File: src/rtl/seq_alu.sv
// seq_alu: multi-cycle ALU with valid/ready handshakes on both sides.
//   Single-cycle class (ADD/SUB/AND/OR/XOR/SLT/SLTU/unused opcodes) has
//   latency 1. MUL/MULHU use shift-add and DIVU/REMU use restoring divide,
//   one iteration per cycle, for a latency of WIDTH+1. The result is
//   registered and held until out_ready.
// Ports:
//   clk, rst_n            clock (rising edge), async active-low reset
//   in1, in2, sl          operands and opcode, qualified by in_valid
//   in_valid / in_ready   operand handshake (in_ready only in IDLE)
//   out, zero, sign       registered result and its flags
//   out_valid / out_ready result handshake
//   busy                  operation in flight or result pending
module seq_alu #(
  parameter  int WIDTH = 32,
  localparam int CNT_W = $clog2(WIDTH) + 1
) (
  input  logic             clk,
  input  logic             rst_n,
  input  logic [WIDTH-1:0] in1,
  input  logic [WIDTH-1:0] in2,
  input  logic [3:0]       sl,
  input  logic             in_valid,
  output logic             in_ready,
  output logic [WIDTH-1:0] out,
  output logic             zero,
  output logic             sign,
  output logic             out_valid,
  input  logic             out_ready,
  output logic             busy
);

  typedef enum logic [1:0] {IDLE, BUSY, DONE} state_t;

  state_t           state, nstate;
  logic [WIDTH-1:0] a_q, b_q;
  logic [1:0]       op_q;      // low opcode bits pick MUL/MULHU/DIVU/REMU
  logic [CNT_W-1:0] cnt;
  // {hi, lo}: product accumulator for multiply; {remainder, quotient} for divide
  logic [WIDTH-1:0] hi, lo, hi_n, lo_n;
  logic [WIDTH:0]   mul_sum, div_sh, div_diff;
  logic [WIDTH-1:0] alu_res, iter_res;
  logic             accept, iter_op, last;

  assign accept  = in_valid && (state == IDLE);
  assign iter_op = (sl[3:2] == 2'b10);
  assign last    = (cnt == CNT_W'(1));

  // single-cycle class, computed straight from the inputs at accept
  always_comb begin
    alu_res = '0;
    case (sl)
      4'b0000: alu_res = in1 + in2;
      4'b0001: alu_res = in1 - in2;
      4'b0010: alu_res = in1 & in2;
      4'b0011: alu_res = in1 | in2;
      4'b0100: alu_res = in1 ^ in2;
      4'b0101: alu_res = {{(WIDTH-1){1'b0}}, $signed(in1) < $signed(in2)};
      4'b0110: alu_res = {{(WIDTH-1){1'b0}}, in1 < in2};
      default: alu_res = '0;
    endcase
  end

  // one iteration of multiply or divide
  always_comb begin
    mul_sum  = {1'b0, hi} + (lo[0] ? {1'b0, a_q} : '0);
    div_sh   = {hi, lo[WIDTH-1]};
    div_diff = div_sh - {1'b0, b_q};
    if (op_q[1]) begin
      // remainder stays below divisor, so a clear top bit means "fits".
      // Divisor 0 always fits: quotient all-ones, remainder = dividend.
      if (!div_diff[WIDTH]) {hi_n, lo_n} = {div_diff[WIDTH-1:0], lo[WIDTH-2:0], 1'b1};
      else                  {hi_n, lo_n} = {div_sh[WIDTH-1:0], lo[WIDTH-2:0], 1'b0};
    end else begin
      // carry out of the add shifts into the top of the accumulator
      {hi_n, lo_n} = {mul_sum, lo[WIDTH-1:1]};
    end
    iter_res = op_q[0] ? hi_n : lo_n;
  end

  // state register
  always_ff @(posedge clk or negedge rst_n) begin
    if (!rst_n) state <= IDLE;
    else        state <= nstate;
  end

  // next state
  always_comb begin
    nstate = state;
    case (state)
      IDLE:    if (accept) nstate = iter_op ? BUSY : DONE;
      BUSY:    if (last) nstate = DONE;
      DONE:    if (out_ready) nstate = IDLE;
      default: nstate = IDLE;
    endcase
  end

  // outputs
  always_comb begin
    in_ready  = (state == IDLE);
    busy      = (state != IDLE);
    out_valid = (state == DONE);
  end

  // datapath
  always_ff @(posedge clk or negedge rst_n) begin
    if (!rst_n) begin
      a_q  <= '0;
      b_q  <= '0;
      op_q <= '0;
      cnt  <= '0;
      hi   <= '0;
      lo   <= '0;
      out  <= '0;
      zero <= 1'b0;
      sign <= 1'b0;
    end else begin
      case (state)
        IDLE: if (accept) begin
          a_q  <= in1;
          b_q  <= in2;
          op_q <= sl[1:0];
          if (iter_op) begin
            hi  <= '0;
            lo  <= sl[1] ? in1 : in2;  // dividend or multiplier
            cnt <= CNT_W'(WIDTH);
          end else begin
            out  <= alu_res;
            zero <= (alu_res == '0);
            sign <= alu_res[WIDTH-1];
          end
        end
        BUSY: begin
          hi  <= hi_n;
          lo  <= lo_n;
          cnt <= cnt - CNT_W'(1);
          if (last) begin
            out  <= iter_res;
            zero <= (iter_res == '0);
            sign <= iter_res[WIDTH-1];
          end
        end
        default: ;
      endcase
    end
  end

endmodule

File: config.mk
export PLATFORM = sky130hd
export DESIGN_NAME = seq_alu
export DESIGN_NICKNAME = d
export VERILOG_FILES = /design/src/rtl/seq_alu.sv
export SDC_FILE = /design/constraint.sdc
export NUM_CORES = 1
export LEC_CHECK = 0
export CORE_MARGIN = 5
export CORE_UTILIZATION = 47
export CTS_BUF_LIST = sky130_fd_sc_hd__clkbuf_8
export DETAILED_ROUTE_END_ITERATION = 6
export PLACE_DENSITY = 0.69
export SYNTH_ARGS = -nofsm -noshare
export SYNTH_HDL_FRONTEND = slang
export SYNTH_SLANG_ARGS = --single-unit
File: constraint.sdc
create_clock -name clk -period 4.7 [get_ports clk]
set_clock_uncertainty 0.2 [all_clocks]
set_input_delay 0.47 -clock clk [delete_from_list [all_inputs] [get_ports clk]]
set_output_delay 0.47 -clock clk [all_outputs]
set_load 0.01 [all_outputs]
==> impl_metrics.ini, run 1 <==
[cts]
cts_tree = done
clock_path_buffers = 2
clkLatencyLatePin_ns = 0.52
cts_buffers = 17
cts.sinks = 171
htreeDepth = 4
path_clk_slew_ns = 0.11
cts-root-buf = clkbuf_8

[routing]
met2_length_um = 31800
wirelength_um = 74800
first_pass_iters = 7
antenna_left = 0
wl_met3_um = 6840
routed.top_layer = met4
viasPerCell = 6.19
drc_errors = 0
drt-met1-wl_um = 33800
drtIter0Drc = 2335
routed-via-count = 19800
wl_per_cell_um = 23.4

[yosys]
synthTopCellsByArea = dfrtp_1 23%, ha_1 12%, o21ai_0 7.3%
seq_area_frac_synth = 0.230
yosys.area.top_type = dfrtp_1
syn_inst = 2484
ys_types = 95
synth_edf_count = 0
synth-main-ff-cell = dfrtp_1
synth_area_um2 = 18600
syn_nets = 2739
synthArstFlopShare = 1.00
syn_area_per_cell_um2 = 7.49
synth_top_area_share = 0.230
ys_seq_elements = 171
ys_warn_count = 0

[power]
ir_drop_mv = 0.347
total_leakage_power_nw = 10.1
power_density_nw_per_um2 = 603

[final_layout]
fillCellCount = 3848
finalNetCount = 2913
n_antenna_cell = 0
design_area_um2 = 21700
mostFrequentLayoutCell = nand2_1
area_growth_pct = 16.6
drive_gt1_frac = 0.116
final_cell_mix = 347 x nand2_1, 273 x o21ai_0, 190 x buf_4

[worst_setup_path]
worstPathRequired_ns = 4.96
start_kind = register
crit_chain = inv_1 -> ha_1 -> inv_1 -> fa_1 -> a211oi_1 -> o21a_2 -> a21oi_2 -> o31ai_4 -> a21oi_4 -> nor2_4 -> buf_12 -> mux2_2 -> a21boi_0 -> nand4b_1 -> nor4_1 -> buf_4 -> nand4_1 -> nand2_1
arrival_ns = 4.73
critical_path_buf_inv_count = 4
max_stage_delay_ns = 0.43
cp_top_family = compound AO/OA/AOI/OAI gates
path_common_cell = inv_1
cpMaxStageDelayCell = fa_1
path_max_fanout = 26
path_class = register to register
end_kind = register

[sta]
slew_headroom = 0.248
layout_min_cycle_time_ns = 4.46
fin_crit_sh = 0.950
drv_slew = 0
setup_viol = 0
fmax_mhz = 224
setup_ws_ns = 0.236
rsz0062_at_grt = no
worst_pin_slew_ns = 1.13
hold_viol = 0

[min_path]
min-delay-path-class = primary input to register

[placed_design]
gp_congestion = 1.02
pre_cts_ws_ns = -0.0672
port_buffers = 108
dpl.hpwl_um = 59700
placed_cell_area_um2 = 21300

[grt]
antenna_found_initial = 0
gr-usage-all-layers = 0.331
grt_max_degree = 102
grt_pass1_vias = 18800
grt_overflow = 0
grt_pass1_wl_um = 113000

[die]
fp.dieW_um = 209
start_util = 0.472
die-height_um = 209
core_region_area_um2 = 39500
num_rows = 73
die_area_um2 = 43700
ios = 109

[run_status]
outcome = complete, no violations

[run]
drv_cap = 0
==> state kept, by name (all words and copies together) (netlist names) <==
name   flops
b_q       32
lo        32
hi        32
cnt        6
state      2
a_q       32
zero       1
op_q       2
out       32
==> synthesized netlist by cell type, types with 16 or more instances <==
| cell type | count |
|---|---|
| nand3_1 | 49 |
| nor4_1 | 18 |
| buf_1 | 21 |
| a31oi_1 | 35 |
| a211oi_1 | 39 |
| a21oi_1 | 183 |
| nand2_1 | 348 |
| o21ai_0 | 273 |
| nor3_1 | 44 |
| a21o_1 | 53 |
| nand4_1 | 17 |
| clkbuf_1 | 113 |
| nand2b_1 | 30 |
| nor2b_1 | 17 |
| o211ai_1 | 28 |
| mux2_2 | 23 |
| o31ai_1 | 17 |
| mux2i_1 | 61 |
| dfrtp_1 | 171 |
| and2_1 | 52 |
| and3_1 | 25 |
| xnor2_1 | 54 |
| o21a_1 | 16 |
| ha_1 | 179 |
| inv_1 | 158 |
| nor2_1 | 181 |
==> report_power, final <==
| group | leakage (nW) | total [mW] | switching [mW] | internal, mW |
|---|---|---|---|---|
| logic | 7.77 | 9.23 | 5.60 | 3.64 |
| clock network | 0.195 | 1.08 | 0.628 | 0.452 |
| registers | 2.17 | 2.76 | 0.636 | 2.13 |
==> metrics by stage <==
stage / setup TNS, ns / std cells / power [mW] / util / hold slack, ns
2_1_floorplan: 0 / 2484 / 8.72 / - / -0.0256
3_3_place_gp: 0 / 3163 / 11.6 / 0.540 / 0.258
3_5_place_dp: -0.124 / 3163 / 11.7 / 0.540 / 0.267
4_1_cts: 0 / 3195 / 12.9 / 0.550 / 0.170
5_1_grt: 0 / 3195 / 14.0 / 0.550 / 0.208
6_report: 0 / 3195 / 13.1 / 0.550 / 0.235
==> final timing paths <==
check / endpoint / depth (start not counted) / startpoint / slack, ns
min reg2reg: a_q[26] / 2 / a_q[26] / 0.29
min in group asynchronous: b_q[6] / 2 / rst_n / 0.39
min: op_q[1] / 3 / sl[1] / 0.24
max reg2reg: zero / 18 / lo[31] / 0.24
max: zero / 18 / lo[31] / 0.24
max in group asynchronous: out[30] / 3 / rst_n / 2.90
==> worst register-to-register path, stage by stage, from the launching register on <==
cell and delay, ns:
dfrtp_1 0.39, inv_1 0.08, ha_1 0.20, inv_1 0.07, fa_1 0.43, a211oi_1 0.23, o21a_2 0.21, a21oi_2 0.12
o31ai_4 0.30, a21oi_4 0.11, nor2_4 0.17, buf_12 0.22, mux2_2 0.39, a21boi_0 0.31, nand4b_1 0.26, nor4_1 0.30
buf_4 0.19, nand4_1 0.13, nand2_1 0.11
==> routing by layer <==
layer,vias to the layer above,track usage
li1,9244,-
met1,9484,0.484
met2,915,0.490
met3,134,0.0665
met4,0,0.106
met5,-,0
==> final cells by class <==
type | count | area, µm² | area share
tap | 525 | 657 | 0.0303
clock inverter | 12 | 113 | 0.00519
sequential | 171 | 4280 | 0.197
clock buffer | 19 | 262 | 0.0121
multi-input combinational | 2007 | 13200 | 0.608
timing repair buffer | 303 | 2590 | 0.120
inverter | 158 | 593 | 0.0273
==> kinds of logic after synthesis <==
family	after synthesis	share of synthesized area
AOI/OAI and AO/OA	832	0.285
xor gates and xnor gates	69	0.0325
adders and majority gates	183	0.125
buffers and inverters	306	0.0633
DFF	171	0.230
muxes	93	0.0572
and+or+nand+nor	830	0.207
==> repair_timing <==
action	CTS	global route
resized for setup	0	1
setup buffers	0	0
hold buffers	1	0
setup endpoints to repair	0	1
hold endpoints to repair	72	0
Power figures use the tool's default switching activity.
==> run 2: changes to the inputs <==
Settings changed: CORE_UTILIZATION 47 to 58, PLACE_DENSITY 0.69 to 0.82, SKIP_CTS_REPAIR_TIMING from default to 1.
==> impl_metrics.ini, run 2 (synthesis results as in run 1) <==
[sta]
fmax_mhz = 221
hold_slack_ns = 0.288
setup_viol = 0
drv_slew = 0
hold_viol = 0
fin_crit_sh = 0.962
slew_headroom = 0.293
rsz0062_at_grt = no
layout_min_cycle_time_ns = 4.52
setup_ws_ns = 0.180
worst_pin_slew_ns = 1.05

[placed_design]
dpl.hpwl_um = 58100
pre_cts_ws_ns = -0.00588
dp.cells = 3050
gp_congestion = 1.05
port_buffers = 108

[grt]
antenna_found_initial = 1
grt_pass1_wl_um = 112000
gr-usage-all-layers = 0.400
grt_overflow = 0
grt_pass1_vias = 19100
grt_max_degree = 93

[routing]
routed-via-count = 20600
viasPerCell = 6.68
antenna_left = 0
wl_per_cell_um = 23.9
drc_errors = 6
wirelength_um = 73800
first_pass_iters = 7
drtIter0Drc = 3402

[cts]
htreeDepth = 4
cts.sinks = 171
cts_tree = done
clock_path_buffers = 2
clkLatencyLatePin_ns = 0.50
cts_buffers = 17
path_clk_slew_ns = 0.10
cts-root-buf = clkbuf_8

[power]
power_density_nw_per_um2 = 614
ir_drop_mv = 0.356
total_leakage_power_nw = 10.2

[min_path]
min-delay-path-class = register to register

[worst_setup_path]
path_class = register to register
start_kind = register
path_max_fanout = 13
max_stage_delay_ns = 0.44
end_kind = register
crit_chain = inv_1 -> ha_1 -> inv_1 -> fa_1 -> a211oi_2 -> o21a_2 -> a21oi_2 -> o31ai_4 -> a21oi_4 -> nor2_4 -> buf_4 -> mux2_2 -> o211ai_1 -> o2111ai_2 -> nor4_1 -> buf_4 -> nand4_1 -> nand2_1
worstPathRequired_ns = 4.93
cpMaxStageDelayCell = fa_1
arrival_ns = 4.75

[final_layout]
drive_gt1_frac = 0.121
final_cell_mix = 347 x nand2_1, 272 x o21ai_0, 202 x buf_4
area_growth_pct = 16.3
mostFrequentLayoutCell = nand2_1
n_antenna_cell = 0
instances_no_fill = 3083
finalNetCount = 2923

[die]
die-height_um = 189
ios = 109
start_util = 0.588
die_area_um2 = 35800
fp.dieW_um = 189
num_rows = 65
core_region_area_um2 = 31600

[run_status]
violations = design-rule violations
outcome = complete, but fails checks

[run]
drv_cap = 0
[run 2: path summary, 6_finish.rpt]
path / cells after the start / slack [ns] / to / start
worst max-delay path: 18 / 0.18 / zero / lo[31]
worst max register to register: 18 / 0.18 / zero / lo[31]
worst min register to register: 2 / 0.29 / a_q[30] / a_q[30]
worst min-delay path: 2 / 0.29 / a_q[30] / a_q[30]
max in group asynchronous: 3 / 2.97 / out[8] / rst_n
min in group asynchronous: 2 / 0.42 / cnt[2] / rst_n
[run 2: report_power, final]
part	total (mW)	switching, mW	internal (mW)	leakage (nW)
clock network	1.12	0.618	0.499	0.204
logic	9.40	5.70	3.70	7.82
registers	2.78	0.649	2.13	2.17
total	13.3	6.97	6.32	10.2
[run 2: worst max-delay path: cells and delay by family, from the launching register on]
kind	cells	cell delay (ns)
AOI/OAI and AO/OA	7	1.48
and+or+nand+nor	4	0.77
adders and majority gates	2	0.64
buffers and inverters	4	0.58
DFF	1	0.39
muxes	1	0.39
[run 2: layout make-up]
cell class | instances | area [µm²]
Multi-Input combinational cell | 2007 | 13200
Fill cell | 2641 | 9990
Sequential cell | 171 | 4280
Timing Repair Buffer | 313 | 2640
Inverter | 158 | 593
Tap cell | 402 | 503
Clock buffer | 18 | 248
Clock inverter | 14 | 160
[run 2: metal layers]
metal	up-vias	share of wire	routed length, µm	track usage
met2	1503	0.41	30400	0.582
li1	9261	-	-	-
met3	180	0.15	10800	0.121
met1	9637	0.40	29800	0.568
met5	-	0	0	0
met4	0	0.038	2820	0.131
[run 2: metrics by stage]
| stage | util | instance area (µm²) | power [mW] | TNS [ns] |
|---|---|---|---|---|
| 2_1_floorplan | - | 18600 | 8.72 | 0 |
| 3_3_place_gp | 0.670 | 21200 | 11.5 | 0 |
| 3_5_place_dp | 0.670 | 21200 | 11.7 | -0.00588 |
| 4_1_cts | 0.683 | 21600 | 12.9 | 0 |
| 5_1_grt | 0.684 | 21600 | 14.1 | 0 |
| 6_report | 0.684 | 21600 | 13.3 | 0 |
